## config.mk

```make
export PLATFORM = sky130hd
export DESIGN_NAME = dmem_arbiter
export DESIGN_NICKNAME = d
export VERILOG_FILES = /design/src/rtl/dmem_arbiter.sv
export SDC_FILE = /design/constraint.sdc
export NUM_CORES = 1
export LEC_CHECK = 0
export BUFFER_PORTS_ARGS = -buffer_cell sky130_fd_sc_hd__buf_4
export CORE_AREA = 2 2 119 121
export CTS_BUF_LIST = sky130_fd_sc_hd__clkbuf_4
export DETAILED_ROUTE_END_ITERATION = 16
export DIE_AREA = 0 0 121 123
export PLACE_DENSITY = 0.67
export SLEW_MARGIN = 20
export SYNTH_ARGS = -nofsm -noshare
export SYNTH_HDL_FRONTEND = slang
export SYNTH_SLANG_ARGS = --single-unit
```

## constraint.sdc

```tcl
create_clock -name clk -period 1.75 [get_ports clk]
set_input_delay 0.2625 -clock clk [delete_from_list [all_inputs] [get_ports clk]]
set_output_delay 0.2625 -clock clk [all_outputs]
set_load 0.05 [all_outputs]
```

## src/rtl/dmem_arbiter.sv

```systemverilog
// ============================================================================
// dmem_arbiter
// ----------------------------------------------------------------------------
// Two-port round-robin arbiter and access sequencer for the single-port data
// memory. Port 0 is the core load/store unit, port 1 the debug/DMA master.
// Each accepted request is latched, issued to the memory as exactly one access
// cycle, and answered with a one-cycle response pulse. Misaligned requests are
// rejected locally with err=1 and never reach the memory.
//
// Ports:
//   clk, rst                 clock, synchronous active-high reset
//   pN_req/we/addr/rw_type   request side of port N (N = 0, 1)
//   pN_wdata                 store data of port N
//   pN_gnt                   combinational grant, accepted on this edge
//   pN_rvalid/rdata/err      one-cycle response of port N
//   mem_W_en, mem_R_en       memory strobes (only in the access cycle)
//   mem_addr/RW_type/din     latched access attributes towards the memory
//   mem_dout, mem_error      combinational memory read data and error flag
// ============================================================================
module dmem_arbiter #(
    parameter int DATA_WIDTH = 32
) (
    input  logic                  clk,
    input  logic                  rst,

    input  logic                  p0_req,
    input  logic                  p0_we,
    input  logic [31:0]           p0_addr,
    input  logic [2:0]            p0_rw_type,
    input  logic [DATA_WIDTH-1:0] p0_wdata,
    output logic                  p0_gnt,
    output logic                  p0_rvalid,
    output logic [DATA_WIDTH-1:0] p0_rdata,
    output logic                  p0_err,

    input  logic                  p1_req,
    input  logic                  p1_we,
    input  logic [31:0]           p1_addr,
    input  logic [2:0]            p1_rw_type,
    input  logic [DATA_WIDTH-1:0] p1_wdata,
    output logic                  p1_gnt,
    output logic                  p1_rvalid,
    output logic [DATA_WIDTH-1:0] p1_rdata,
    output logic                  p1_err,

    output logic                  mem_W_en,
    output logic                  mem_R_en,
    output logic [31:0]           mem_addr,
    output logic [2:0]            mem_RW_type,
    output logic [DATA_WIDTH-1:0] mem_din,
    input  logic [DATA_WIDTH-1:0] mem_dout,
    input  logic                  mem_error
);

    typedef enum logic [1:0] {
        IDLE,
        ACCESS,
        RESP
    } state_t;

    state_t                state;
    logic                  last;      // port granted most recently
    logic                  owner;     // port owning the outstanding access
    logic                  we_q;
    logic [31:0]           addr_q;
    logic [2:0]            type_q;
    logic [DATA_WIDTH-1:0] wdata_q;
    logic [DATA_WIDTH-1:0] rdata_q;
    logic                  err_q;

    // Request selected by the grant logic this cycle
    logic                  sel_we;
    logic [31:0]           sel_addr;
    logic [2:0]            sel_type;
    logic [DATA_WIDTH-1:0] sel_wdata;
    logic                  sel_misaligned;
    logic                  can_grant;

    // ------------------------------------------------------------------------
    // Grant: only in IDLE and never while reset is asserted. On contention the
    // port that was not granted last wins; a lone requester always wins.
    // ------------------------------------------------------------------------
    assign can_grant = (state == IDLE) && !rst;
    assign p0_gnt    = can_grant && p0_req && (!p1_req || last);
    assign p1_gnt    = can_grant && p1_req && (!p0_req || !last);

    always_comb begin
        sel_we    = p0_we;
        sel_addr  = p0_addr;
        sel_type  = p0_rw_type;
        sel_wdata = p0_wdata;
        if (p1_gnt) begin
            sel_we    = p1_we;
            sel_addr  = p1_addr;
            sel_type  = p1_rw_type;
            sel_wdata = p1_wdata;
        end
    end

    // The memory does no alignment checking, so it is enforced here
    always_comb begin
        sel_misaligned = 1'b0;
        case (sel_type[1:0])
            2'b00:   sel_misaligned = 1'b0;
            2'b01:   sel_misaligned = sel_addr[0];
            default: sel_misaligned = (sel_addr[1:0] != 2'b00);
        endcase
    end

    // ------------------------------------------------------------------------
    // Sequencer
    // ------------------------------------------------------------------------
    always_ff @(posedge clk) begin
        if (rst) begin
            state   <= IDLE;
            last    <= 1'b1;
            owner   <= 1'b0;
            we_q    <= 1'b0;
            addr_q  <= '0;
            type_q  <= '0;
            wdata_q <= '0;
            rdata_q <= '0;
            err_q   <= 1'b0;
        end else begin
            case (state)
                IDLE: begin
                    if (p0_gnt || p1_gnt) begin
                        owner   <= p1_gnt;
                        last    <= p1_gnt;
                        we_q    <= sel_we;
                        addr_q  <= sel_addr;
                        type_q  <= sel_type;
                        wdata_q <= sel_wdata;
                        rdata_q <= '0;
                        if (sel_misaligned) begin
                            // Answer directly without touching the memory
                            err_q <= 1'b1;
                            state <= RESP;
                        end else begin
                            err_q <= 1'b0;
                            state <= ACCESS;
                        end
                    end
                end
                ACCESS: begin
                    rdata_q <= (!we_q && !mem_error) ? mem_dout : '0;
                    err_q   <= mem_error;
                    state   <= RESP;
                end
                RESP: begin
                    state <= IDLE;
                end
                default: begin
                    state <= IDLE;
                end
            endcase
        end
    end

    // ------------------------------------------------------------------------
    // Memory side: attributes hold their latched values; strobes only in
    // ACCESS. The write strobe is additionally gated by reset so a reset in
    // the access cycle cannot commit a store.
    // ------------------------------------------------------------------------
    assign mem_addr    = addr_q;
    assign mem_RW_type = type_q;
    assign mem_din     = wdata_q;
    assign mem_W_en    = (state == ACCESS) && we_q && !rst;
    assign mem_R_en    = (state == ACCESS) && !we_q;

    // ------------------------------------------------------------------------
    // Response side: decoded from registered state, so only the owner sees a
    // pulse and the other port stays at 0.
    // ------------------------------------------------------------------------
    assign p0_rvalid = (state == RESP) && !owner;
    assign p1_rvalid = (state == RESP) && owner;
    assign p0_rdata  = p0_rvalid ? rdata_q : '0;
    assign p1_rdata  = p1_rvalid ? rdata_q : '0;
    assign p0_err    = p0_rvalid && err_q;
    assign p1_err    = p1_rvalid && err_q;

endmodule

```

# Yosys cells after proc, flatten, opt, wreduce, memory -nomap -nowiden
# Cells that the tools add are included.
[word_totals]
ff_bits = 105
in_bits = 173
out_inout_bits = 139
[classes]
n_eq_ne = 4
mux = 16
reduce_logical = 29
[op_table]
columns = ["operator", "n"]
rows = [
  ["$mux 32", 6],
  ["$pmux 32 s2", 1],
  ["$logic_and 1x1->1", 13],
  ["$logic_not 1->1", 7],
  ["$eq 2x1->1 const B", 2],
  ["$logic_not 2->1", 2],
  ["$mux 2", 2],
  ["$pmux 1 s2", 2],
  ["$pmux 2 s2", 1],
  ["$reduce_and 2->1", 2],
  ["$reduce_bool 2->1", 2],
  ["$logic_or 1x1->1", 3],
  ["$mux 1", 3],
  ["$mux 3", 1],
  ["$eq 2x2->1 const B", 1],
  ["$ne 2x1->1 const B", 1],
]

# Longest topological paths before layout
[depth]
depth_word = 10
ltp_mapped = 6

# Least setup slack after synthesis
# OpenSTA, ideal clock, no wires.
[synth_timing]
path_kind = "register -> output"
from = "reg state[1]"
to = "out p0_rdata[22]"
arrival_ns = 1.916
path_slack_ns = -0.428
stages_incl_launch_ff = 4
path_cell_list = "dfxtp_1 > nor3b_1 > clkbuf_1 > and2_1"
[synth_between]
elab_chain_cells = 3
[synth_lines]
columns = ["element", "line_no", "source"]
rows = [
  ["start, declared", "61", "state_t state;"],
  ["start signal, assigned", "115", "state <= IDLE;"],
  ["start signal, assigned", "138", "state <= RESP;"],
  ["start signal, assigned", "141", "state <= ACCESS;"],
  ["$eq 2x2->1", "175", "assign p0_rvalid = (state == RESP) && !owner;"],
  ["$logic_and 1x1->1", "175", ""],
  ["via p0_rvalid", "32", "output logic p0_rvalid,"],
  ["$mux 32", "177", "assign p0_rdata = p0_rvalid ? rdata_q : '0;"],
  ["end, declared", "33", "output logic [DATA_WIDTH-1:0] p0_rdata,"],
]
# The timed path passes the listed nets, and every way through them passes these cells.

# Final worst setup path
[layout_timing]
from = "reg state[0]"
to = "out p1_rdata[30]"
[layout_between]
elab_chain_cells = 3
[layout_lines]
columns = ["element", "line_no", "source"]
rows = [
  ["$eq 2x2->1", "176", "assign p1_rvalid = (state == RESP) && owner;"],
  ["$logic_and 1x1->1", "176", ""],
  ["$mux 32", "178", "assign p1_rdata = p1_rvalid ? rdata_q : '0;"],
  ["end, declared", "43", "output logic [DATA_WIDTH-1:0] p1_rdata,"],
]
# No other way between the ends.

==> metrics.csv <==
metric;value;unit
worstSetupPathType;reg -> out;
slowest_delay;0.39;ns
drive_gt1_share;42.6;%
core-area;0.0136;sq mm
post-place-ws;0.00749;ns
grt_pass1_wl;25500;microns
worstPathCellList;and3b_2 -> buf_12 -> and2_1 -> buf_6;
grt_max_degree;71;
p_sw;1.99;mW
top_layer_used;met4;
wl_per_cell;16.1;microns
cts_max_level;3;
synthArstFlopShare;0;%
antenna_found_initial;0;
synth_top_area_share;46.1;%
syn_nets;729;
cts_tree;built;
hp-class;in -> reg;
fin_nets;1048;
wl_met2;8520;microns
peakVddDrop;0.000385;V
clk_path_buf_depth;2;
intPower;3.89;mW
grt_pass1_vias;5128;
routed-via-count;5369;
violations;negative setup slack;
fin_skew;0.0278;ns
drtAntennaViolNets;0;
clkPwrFrac;23.9;%
synthTopCellsByCount;137 x nand2_1, 105 x dfxtp_1, 75 x nor2_1, 68 x a311oi_1, 66 x and2_1;
p_leak;3.59;nW
wl_met3;1420;microns
clockRootBuffer;clkbuf_4;
gp_congestion;0.803;
port_buffers;311;
synth_ff_type;dfxtp_1;
worstSkewPairLatency;0.46;ns
post-route-drc-count;0;
drt-met1-wl;6850;microns
synthDistinctLibCells;26;
worst_slew_pin_slew;0.630;ns
pin_count;312;
report.final.slew_viol_count;0;
grt_overflow;0;
hold_viol;0;
synth_cells;556;
power_frac_seq;45.7;%
postLayoutCoreUtil;58.9;%
setup_viol;68;
grtUsageTotal;21.4;%
synth_seq_cells;105;
swShare;33.8;%
routed_wl;17100;microns
r2r_setup_slack;0.10;ns
fp.dieH;123;microns
diodes;0;
detail_route.first_pass.iterations;5;
syn_area;0.00456;sq mm
synth-seq-area-share;46.1;%
crit_required;1.49;ns
fillers;1176;
yosys_warnings;0;
period_share;107;%
syn_area_per_cell;8.21;sq um
yosys-top-cells-area;dfxtp_1 46%, a311oi_1 13%, nand2_1 11%, and2_1 9.0%, nor2_1 6.2%;
slowest_stage;dfxtp_4;
power_density;734;mW/mm^2
cts.sinks;105;
status;complete, but fails checks;
dp_hpwl;11700;microns
cts_buffers;9;
rows;43;
setup_ws;-0.128;ns
slew_headroom;58.0;%
die_w;121;microns
synth_edf_count;0;
synth_most_common_cell;nand2_1;
start_util;33.5;%
synth_top_cell_by_area;dfxtp_1;
area_growth;75.7;%
drv_cap;0;
drtIter0Drc;244;
crit_arrival;1.62;ns
die_area;0.0149;sq mm
path_max_fanout;34;
via_per_inst;5.07;
crit_path_start_kind;register;
crit_path_end_kind;output pin;
clk_pin_slew;0.14;ns
fmax;533;MHz
combinationalPowerShare;30.4;%
rsz0062_at_grt;true;
fin_crit;1.88;ns
-- cell type report --
class | count | area [sq um] | area share [%]
Sequential cell | 105 | 2110 | 26.3
Inverter | 3 | 16.3 | 0.203
Clock inverter | 6 | 90.1 | 1.12
Tap cell | 180 | 225 | 2.81
Multi-Input combinational cell | 399 | 2310 | 28.8
Clock buffer | 10 | 75.1 | 0.936
Timing Repair Buffer | 357 | 3190 | 39.8
-- layer usage --
metal	global-route usage, %	vias up
li1	-	2558
met1	25.3	2522
met2	37.4	265
met3	5.95	24
met4	7.12	0
met5	0	-
-- what timing repair did --
action | 4_1_cts | 5_1_grt
hold endpoints to repair | 26 | 1
gates resized for setup | 85 | 24
setup endpoints to repair | 72 | 77
gates cloned | 0 | 1
pin swaps | 1 | 7
buffers inserted | 1 | 4
hold buffers | 26 | 1
-- cell families after synthesis --
logic type / after synthesis / synth area share, %
AOI/OAI and AO/OA: 110 / 20.5
and+or+nand+nor: 289 / 28.4
DFF: 105 / 46.1
buffers and inverters: 52 / 5.07
-- sequential cells by signal, indices dropped and copies added (netlist names) --
| name | cells |
|---|---|
| rdata_q | 32 |
| mem_RW_type | 3 |
| err_q | 1 |
| mem_din | 32 |
| state | 2 |
| we_q | 1 |
| mem_addr | 32 |
| owner | 1 |
| last | 1 |
-- power by group through the flow --
stage | sequential, mW | clock, mW | combinational [mW]
floorplan | 3.22 | 0 | 0.470
global placement | 2.72 | 0 | 1.67
detailed placement | 2.73 | 0 | 1.69
CTS | 2.68 | 1.47 | 1.77
global route | 2.71 | 1.56 | 1.90
finish | 2.69 | 1.41 | 1.79
-- final timing paths --
check,cells past startpoint,to,start
setup reg to reg,7,mem_addr[11],state[0]
hold / removal,2,rdata_q[18],mem_dout[18]
hold reg to reg,2,mem_RW_type[1],mem_RW_type[1]
setup / recovery,4,p1_rdata[30],state[0]
-- through the flow --
stage / total power, mW / instances / setup TNS (ns) / hold slack [ns] / area [sq um]
global route: 6.17 / 1060 / -14.18 / 0.00493 / 8020
CTS: 5.92 / 1054 / -9.37 / 0.000749 / 7870
global placement: 4.39 / 1011 / 0 / 0.462 / 7130
floorplan: 3.69 / 556 / -0.104 / 0.388 / 4580
detailed placement: 4.42 / 1011 / 0 / 0.475 / 7130
finish: 5.88 / 1060 / -6.55 / 0.0429 / 8020
-- layout by cell type (no fill, tap or decap), types with 2 or more instances in the layout --
cell type,n
buf_4,251
nand2_1,137
dfxtp_1,102
nor2_1,73
a311oi_1,68
buf_6,55
and2_1,50
a22o_1,32
dlygate4sd3_1,27
buf_8,14
clkbuf_4,10
buf_12,9
and2_4,8
and2_2,8
nand2b_1,3
a21oi_1,3
o21ai_0,3
inv_4,2
nor2_2,2
clkinv_4,2
bufinv_16,2
dfxtp_4,2
-- critical path: cells and delay by family (launching register included) --
family                 cells  cell delay, ns
flip-flops                 1            0.39
AND/OR/NAND/NOR            2            0.44
buffers and inverters      2            0.35
Power figures use the tool's default switching activity.
